File: config.mk
export PLATFORM = sky130hd
export DESIGN_NAME = alu_ctrl
export DESIGN_NICKNAME = d
export VERILOG_FILES = /design/src/rtl/alu_ctrl.sv
export SDC_FILE = /design/constraint.sdc
export NUM_CORES = 1
export LEC_CHECK = 0
export ABC_AREA = 1
export CAP_MARGIN = 30
export CORE_UTILIZATION = 48
export DETAILED_ROUTE_END_ITERATION = 10
export PLACE_DENSITY = 0.93
export SLEW_MARGIN = 25
export SYNTH_ARGS = -nofsm -noshare
export SYNTH_HDL_FRONTEND = slang
export SYNTH_SLANG_ARGS = --single-unit
File: constraint.sdc
create_clock -name clk -period 4 [get_ports clk]
set_input_delay 0.8 -clock clk [delete_from_list [all_inputs] [get_ports clk]]
set_output_delay 0.8 -clock clk [all_outputs]
set_load 0.05 [all_outputs]
File: src/rtl/alu_ctrl.sv
// alu_ctrl: four-cycle IDLE/READ/EXEC/WB controller driving an external ALU and register file.
// Define ALU_CTRL_ILLEGAL_TRAP_EN to make illegal ops set a sticky err and park in TRAP until reset.
module alu_ctrl (
  input  logic        clk,
  input  logic        rst_n,
  input  logic        instr_valid,
  input  logic [31:0] instr,
  output logic        instr_ready,
  output logic [4:0]  rf_raddr_a,
  output logic [4:0]  rf_raddr_b,
  input  logic [31:0] rf_rdata_a,
  input  logic [31:0] rf_rdata_b,
  output logic [31:0] srca,
  output logic [31:0] srcb,
  output logic [4:0]  alucontrol,
  input  logic [31:0] res,
  input  logic        flag,
  output logic        rf_we,
  output logic [4:0]  rf_waddr,
  output logic [31:0] rf_wdata,
  output logic [31:0] pc,
  output logic        busy,
  output logic        err
);

`ifdef ALU_CTRL_ILLEGAL_TRAP_EN
  typedef enum logic [2:0] {S_IDLE, S_READ, S_EXEC, S_WB, S_TRAP} state_t;
`else
  typedef enum logic [2:0] {S_IDLE, S_READ, S_EXEC, S_WB} state_t;
`endif

  state_t      r_state;
  state_t      w_next;
  logic [31:0] r_instr;
  logic [31:0] r_srca;
  logic [31:0] r_srcb;
  logic [31:0] r_res;
  logic        r_flag;
  logic [31:0] r_pc;

  logic [4:0]  w_op;
  logic        w_imm_form;
  logic [4:0]  w_rd;
  logic [4:0]  w_rs;
  logic [15:0] w_imm;
  logic [31:0] w_sext;
  logic        w_illegal;
  logic        w_cmp;
  logic        w_branch;
  logic        w_wr_en;

  assign w_op       = r_instr[4:0];
  assign w_imm_form = r_instr[5];
  assign w_rd       = r_instr[10:6];
  assign w_rs       = r_instr[15:11];
  assign w_imm      = r_instr[31:16];
  assign w_sext     = {{16{w_imm[15]}}, w_imm};
  assign w_illegal  = (w_op > 5'h11);
  assign w_cmp      = (w_op >= 5'h09) && (w_op <= 5'h10);
  assign w_branch   = w_imm_form && w_cmp;
  assign w_wr_en    = !w_branch && !w_illegal && (w_rd != 5'd0);

  assign pc   = r_pc;
  assign busy = (r_state != S_IDLE);

  always_ff @(posedge clk or negedge rst_n) begin
    if (!rst_n) r_state <= S_IDLE;
    else        r_state <= w_next;
  end

  always_comb begin
    w_next      = r_state;
    instr_ready = 1'b0;
    alucontrol  = '0;
    srca        = '0;
    srcb        = '0;
    rf_we       = 1'b0;
    rf_waddr    = '0;
    rf_wdata    = '0;
    rf_raddr_a  = w_rs;
    rf_raddr_b  = w_rd;
    case (r_state)
      S_IDLE: begin
        instr_ready = rst_n;
        // Present the incoming word's addresses early so a synchronous-read file has data in READ.
        rf_raddr_a  = instr[15:11];
        rf_raddr_b  = instr[10:6];
        if (instr_valid) w_next = S_READ;
      end
      S_READ: w_next = S_EXEC;
      S_EXEC: begin
        alucontrol = w_op;
        srca       = r_srca;
        srcb       = r_srcb;
        w_next     = S_WB;
`ifdef ALU_CTRL_ILLEGAL_TRAP_EN
        if (w_illegal) w_next = S_TRAP;
`endif
      end
      S_WB: begin
        rf_we    = w_wr_en;
        rf_waddr = w_rd;
        rf_wdata = r_res;
        w_next   = S_IDLE;
      end
`ifdef ALU_CTRL_ILLEGAL_TRAP_EN
      S_TRAP: w_next = S_TRAP;
`endif
      default: w_next = S_IDLE;
    endcase
  end

  always_ff @(posedge clk or negedge rst_n) begin
    if (!rst_n) begin
      r_instr <= '0;
      r_srca  <= '0;
      r_srcb  <= '0;
      r_res   <= '0;
      r_flag  <= 1'b0;
      r_pc    <= '0;
    end else begin
      case (r_state)
        S_IDLE: if (instr_valid) r_instr <= instr;
        S_READ: begin
          r_srca <= (w_imm_form && !w_cmp) ? w_sext : rf_rdata_a;
          r_srcb <= (w_imm_form && (w_op == 5'h11)) ? {16'b0, w_imm} : rf_rdata_b;
        end
        S_EXEC: begin
          r_res  <= res;
          r_flag <= flag;
        end
        S_WB: r_pc <= (w_branch && r_flag) ? (r_pc + {w_sext[29:0], 2'b00}) : (r_pc + 32'd4);
        default: ;
      endcase
    end
  end

`ifdef ALU_CTRL_ILLEGAL_TRAP_EN
  logic r_err;
  always_ff @(posedge clk or negedge rst_n) begin
    if (!rst_n)                              r_err <= 1'b0;
    else if (r_state == S_EXEC && w_illegal) r_err <= 1'b1;
  end
  assign err = r_err;
`else
  assign err = 1'b0;
`endif

endmodule

### Word-level counts from Yosys, hierarchy flattened

Index checks and enable logic that the tools add are counted.

| word-level totals | value |
|---|---|
| register bits | 164 |
| output and inout bits | 152 |
| bits of input ports | 132 |

| cells by class | value |
|---|---|
| muxes and demuxes | 14 |
| magnitude comparators | 3 |
| reduce and logical (&&, ||, !) cells | 14 |
| add/sub/neg operators | 2 |
| eq/ne operators | 5 |

Operators by type and width:

| cell | number |
|---|---|
| $mux W32 | 6 |
| $add A32 B3 Y32 const B | 1 |
| $add A32 B32 Y32 | 1 |
| $mux W5 | 4 |
| $pmux W3 S3 | 1 |
| $logic_and A1 B1 Y1 | 7 |
| $eq A3 B2 Y1 const B | 2 |
| $eq A5 B5 Y1 const B | 1 |
| $ge A5 B4 Y1 const B | 1 |
| $gt A5 B5 Y1 const B | 1 |
| $le A5 B5 Y1 const B | 1 |
| $reduce_bool A5 Y1 | 1 |
| $eq A3 B1 Y1 const B | 1 |
| $logic_not A1 Y1 | 3 |
| $logic_not A3 Y1 | 1 |
| $mux W3 | 1 |
| $reduce_bool A3 Y1 | 1 |
| $mux W1 | 2 |
| $ne A2 B2 Y1 const B | 1 |
| $reduce_and A2 Y1 | 1 |

### Depth between registers and ports, before layout

Gate-level depths: netlist of the first run.

| depth | value |
|---|---|
| word-level depth | 7 |
| depth in mapped cells | 22 |
| gate-level depth less buffers | 22 |

### Worst setup path before layout of the first run

OpenSTA, ideal clock, no wires.

| timing path | value |
|---|---|
| path kind | register -> output |
| start point | reg r_state[0] |
| end point | out rf_raddr_a[2] |
| slack | 0.598 ns |
| buffers on the path | 2 |
| stages on the path, launching flop included | 7 |
| data arrival time | 2.602 ns |
| cell sequence | dfrtp_1 -> inv_1 -> ha_1 -> clkbuf_1 -> inv_1 -> buf_1 -> o21ai_0 |

| between the ends | value |
|---|---|
| cells in the longest elaborated chain, start to end | 2 |

Ends and longest elaborated chain:

| item | line | text |
|---|---|---|
| start: declaration | 32 | `state_t r_state;` |
| start signal: assignment | 68 | `else r_state <= w_next;` |
| $logic_not A3 Y1 | 82 | `case (r_state)` |
| $mux W5 | 82 |  |
| end: declaration | 9 | `output logic [4:0] rf_raddr_a,` |

Every way passes these cells.

### Worst setup path in the final report of the first run

| timing path | value |
|---|---|
| start point | reg r_state[0] |
| end point | out rf_raddr_b[2] |

| between the ends | value |
|---|---|
| cells in the longest elaborated chain, start to end | 2 |

Ends and longest elaborated chain:

| item | line | text |
|---|---|---|
| $logic_not A3 Y1 | 82 |  |
| $mux W5 | 82 |  |
| end: declaration | 10 | `output logic [4:0] rf_raddr_b,` |

Every way passes these cells.

==> results.yml, run 1 <==
timing:
  slew_viol_final: 0
  fmax_ghz: 0.281
  setup_viol: 0
  period_minus_slack_ns: 3.56
  fin_skew_ns: 0.0115
  fin_crit_sh_pct: 89.1
  tns_ns: 0
  worstMarginPinSlew_ns: 0.890
  relSlewSlack_pct: 39.9
  rsz0062_at_grt: "false"
  setup_ws_ns: 0.437
  finalHoldViolations: 0
placement:
  place_hpwl_mm: 19.5
  numPortBuffers: 280
  post-place-ws_ns: 0.533
  gp_congestion: 0.933
  placed_area_um2: 12100
setup_path:
  cpPeakStageDelay_ns: 0.86
  setup.worst_path.end_class: "primary output"
  worst_path_most_repeated_cell: "inv_1"
  required_ns: 3.20
  reg2reg_depth: 21
  r2r_slack_ns: 0.51
  cp-start-kind: "register"
  crit_path_max_fanout: 16
  path_cells: "inv_1 > ha_1 > inv_1 > o21ai_0 > clkdlybuf4s50_1"
  slowest_stage: "clkdlybuf4s50_1"
  cp.arrival_ns: 2.76
  r2r-end: "pc[24]$_DFFE_PN0N_"
  path_class: "register to primary output"
  rr_startpoint: "r_instr[1]$_DFFE_PN0P_"
routing:
  drc_errors: 0
  wl_mm: 26.8
  drt_pass1_iterations: 6
  wl_per_cell_um: 15.6
  via_per_inst: 5.19
  drt-initial-drc-count: 655
  postRouteAntennaNets: 0
  vias: 8943
cts:
  clk_pin_slew_ns: 0.06
  cts.repair.resized: 0
  worstSkewPairLatency_ns: 0.42
  cts_max_level: 4
  postCtsSetupRepairBufs: 0
  cts_tree: "yes"
  postCtsHoldBufs: 0
  root_buffer: "clkbuf_16"
  cts-buffers-inserted: 17
  clk_path_buf_depth: 2
  cts.sinks: 161
layout:
  n_fill_cell: 1460
  design_area_um2: 12800
  antennaDiodeCount: 0
  final_nets: 1628
  drive_above_1_share_pct: 7.45
  area_growth_pct: 38.9
  multi_input_area_um2: 4210
  seqCellArea_um2: 4030
synth:
  yosys-top-cells-area: "dfrtp_1 (44%), nand2_1 (14%), inv_1 (7.6%), a21oi_1 (5.0%), mux2_2 (4.4%)"
  yosys-mux-area-fraction_pct: 4.42
  synth-adder-area-share_pct: 2.81
  netlist_area_um2: 9180
  synth_edf_count: 0
  syn_inst: 1222
  ys_ff_latch: 161
  synth_top_family_by_area: "simple AND/OR/NAND/NOR gates"
  async_flop_share_pct: 100
  synthSimpleGateAreaFrac_pct: 24.6
  synthTopCellsByCount: "nand2_1 (353), inv_1 (185), dfrtp_1 (161)"
  synth_xor_area_share_pct: 1.72
  post-synth-top-count-cell: "nand2_1"
  yosysTopAreaCell: "dfrtp_1"
  ys_seq_area_share_pct: 43.9
  synth.avg_cell_area_um2: 7.51
  synth_ff_type: "dfrtp_1"
  synth-compound-area-share_pct: 11.9
  synth_cell_types: 42
  synth_top_area_share_pct: 43.9
  ys_warn_count: 0
global_route:
  overflow: 0
  grt_max_degree: 80
  grt_pass1_vias: 8981
  antenna_found_initial: 0
  grt_usage_pct: 28.0
  grt_pass1_wl_mm: 43.9
floorplan:
  core_um2: 18700
  die_w_um: 140
  rows: 50
  die_height_um: 140
  die_area_um2: 19700
  ios: 284
  start_util_pct: 49.1
min_path:
  whs_endpoint: "r_srcb[23]$_DFFE_PN0P_"
  holdPathStages: 2
  hp-class: "register to register"
  holdCritStartpoint: "r_srcb[23]$_DFFE_PN0P_"
job:
  cap_violations: 0
power:
  leakage_nw: 6.42
  powerDensity_nw_per_um2: 916
  ir_drop_uv: 526
run_status:
  status: "finished, final reports clean"
==> power breakdown <==
group	leakage, nW	internal [mW]	switching (mW)	total, mW
Clock	0.288	0.971	0.708	1.68
Sequential	1.88	2.40	0.560	2.96
Combinational	4.25	2.34	4.71	7.05
Total	6.42	5.70	5.98	11.7
==> critical path: cells and delay by family, from the launching register on <==
family / cells / cell delay (ns)
AOI/OAI and AO/OA: 1 / 0.26
adders and majority gates: 1 / 0.38
buffers and inverters: 3 / 1.30
DFF: 1 / 0.40
==> kinds of logic after synthesis <==
logic type,after synthesis
compound gates,192
simple gates,547
buf+inv,247
mux,36
flops,161
other cells,1
xor+xnor,18
fa+ha+maj,20
==> worst max-delay path by stage <==
stage	startpoint	cells past startpoint	end	slack, ns
6_report	r_state[0]$_DFFE_PN0P_	5	rf_raddr_b[2]	0.44
5_1_grt	r_instr[4]$_DFFE_PN0P_	22	pc[28]$_DFFE_PN0N_	0.18
4_1_cts	r_state[0]$_DFFE_PN0P_	5	rf_raddr_b[2]	0.43
3_5_place_dp	r_instr[1]$_DFFE_PN0P_	21	pc[28]$_DFFE_PN0N_	0.53
3_3_place_gp	r_instr[1]$_DFFE_PN0P_	21	pc[24]$_DFFE_PN0N_	0.69
2_1_floorplan	r_state[0]$_DFFE_PN0P_	6	rf_raddr_a[2]	0.60
==> registers in the layout, summed over array words and instances (netlist names) <==
signal	count
pc	30
r_instr	32
r_res	32
r_flag	1
r_state	2
r_srcb	32
r_srca	32
==> placed cells by master, fill, tap and decap left out, drive strengths merged <==
cell type      netlist  final
or2                  2      2
conb                 1      3
nand4               12     12
a31oi                2      2
mux2                36     36
fa                   1      1
dfrtp              161    161
clkbuf              40     20
o21ai               53     53
clkinvlp             0      3
o41ai               11     11
o21a                15     15
o211ai              15     15
o21bai               2      2
o311ai               1      1
nor2               116    116
nand2              363    363
a21o                 1      1
bufinv               0      2
nor3                 1      1
a21oi               91     91
xor2                 9      9
clkdlybuf4s50        0    279
ha                  19     19
xnor2                9      9
inv                186    191
buf                 20     14
clkinv               1      3
a22oi                1      1
nand3               49     49
nand3b               4      4
==> area by class of cell <==
class | instances | area share (%)
tap | 234 | 2.30
clock inverter | 12 | 1.17
multi-input combinational | 816 | 33.0
clock buffer | 20 | 3.58
timing repair buffer | 293 | 22.8
sequential | 161 | 31.6
inverter | 187 | 5.50
==> through the flow <==
step           utilization [%]  total power [mW]  hold WS, ns  cells
3_5_place_dp              64.9              9.99        0.465   1691
4_1_cts                   68.2              11.7        0.484   1723
5_1_grt                   68.2              12.4        0.503   1723
3_3_place_gp              64.8              9.77        0.461   1690
2_1_floorplan                -              7.74        0.449   1224
6_report                  68.2              11.7        0.485   1723
==> routing by layer <==
| metal | up-vias | track usage, % | routed length [µm] |
|---|---|---|---|
| li1 | 4340 | - | - |
| met3 | 60 | 7.45 | 2340 |
| met1 | 4185 | 34.6 | 10800 |
| met2 | 358 | 46.8 | 12900 |
| met5 | - | 0 | 0 |
| met4 | 0 | 11.1 | 800 |
(Power assumes the default switching activity.)
==> run 2, diff against run 1 <==
--- a/config.mk
+++ b/config.mk
@@ -10,6 +10,7 @@
 export CORE_UTILIZATION = 48
 export DETAILED_ROUTE_END_ITERATION = 10
 export PLACE_DENSITY = 0.93
+export SKIP_LAST_GASP = 1
 export SLEW_MARGIN = 25
 export SYNTH_ARGS = -nofsm -noshare
 export SYNTH_HDL_FRONTEND = slang
==> results of run 2 <==
Same layout as run 1: the final DEF is identical, and so are final timing and power.
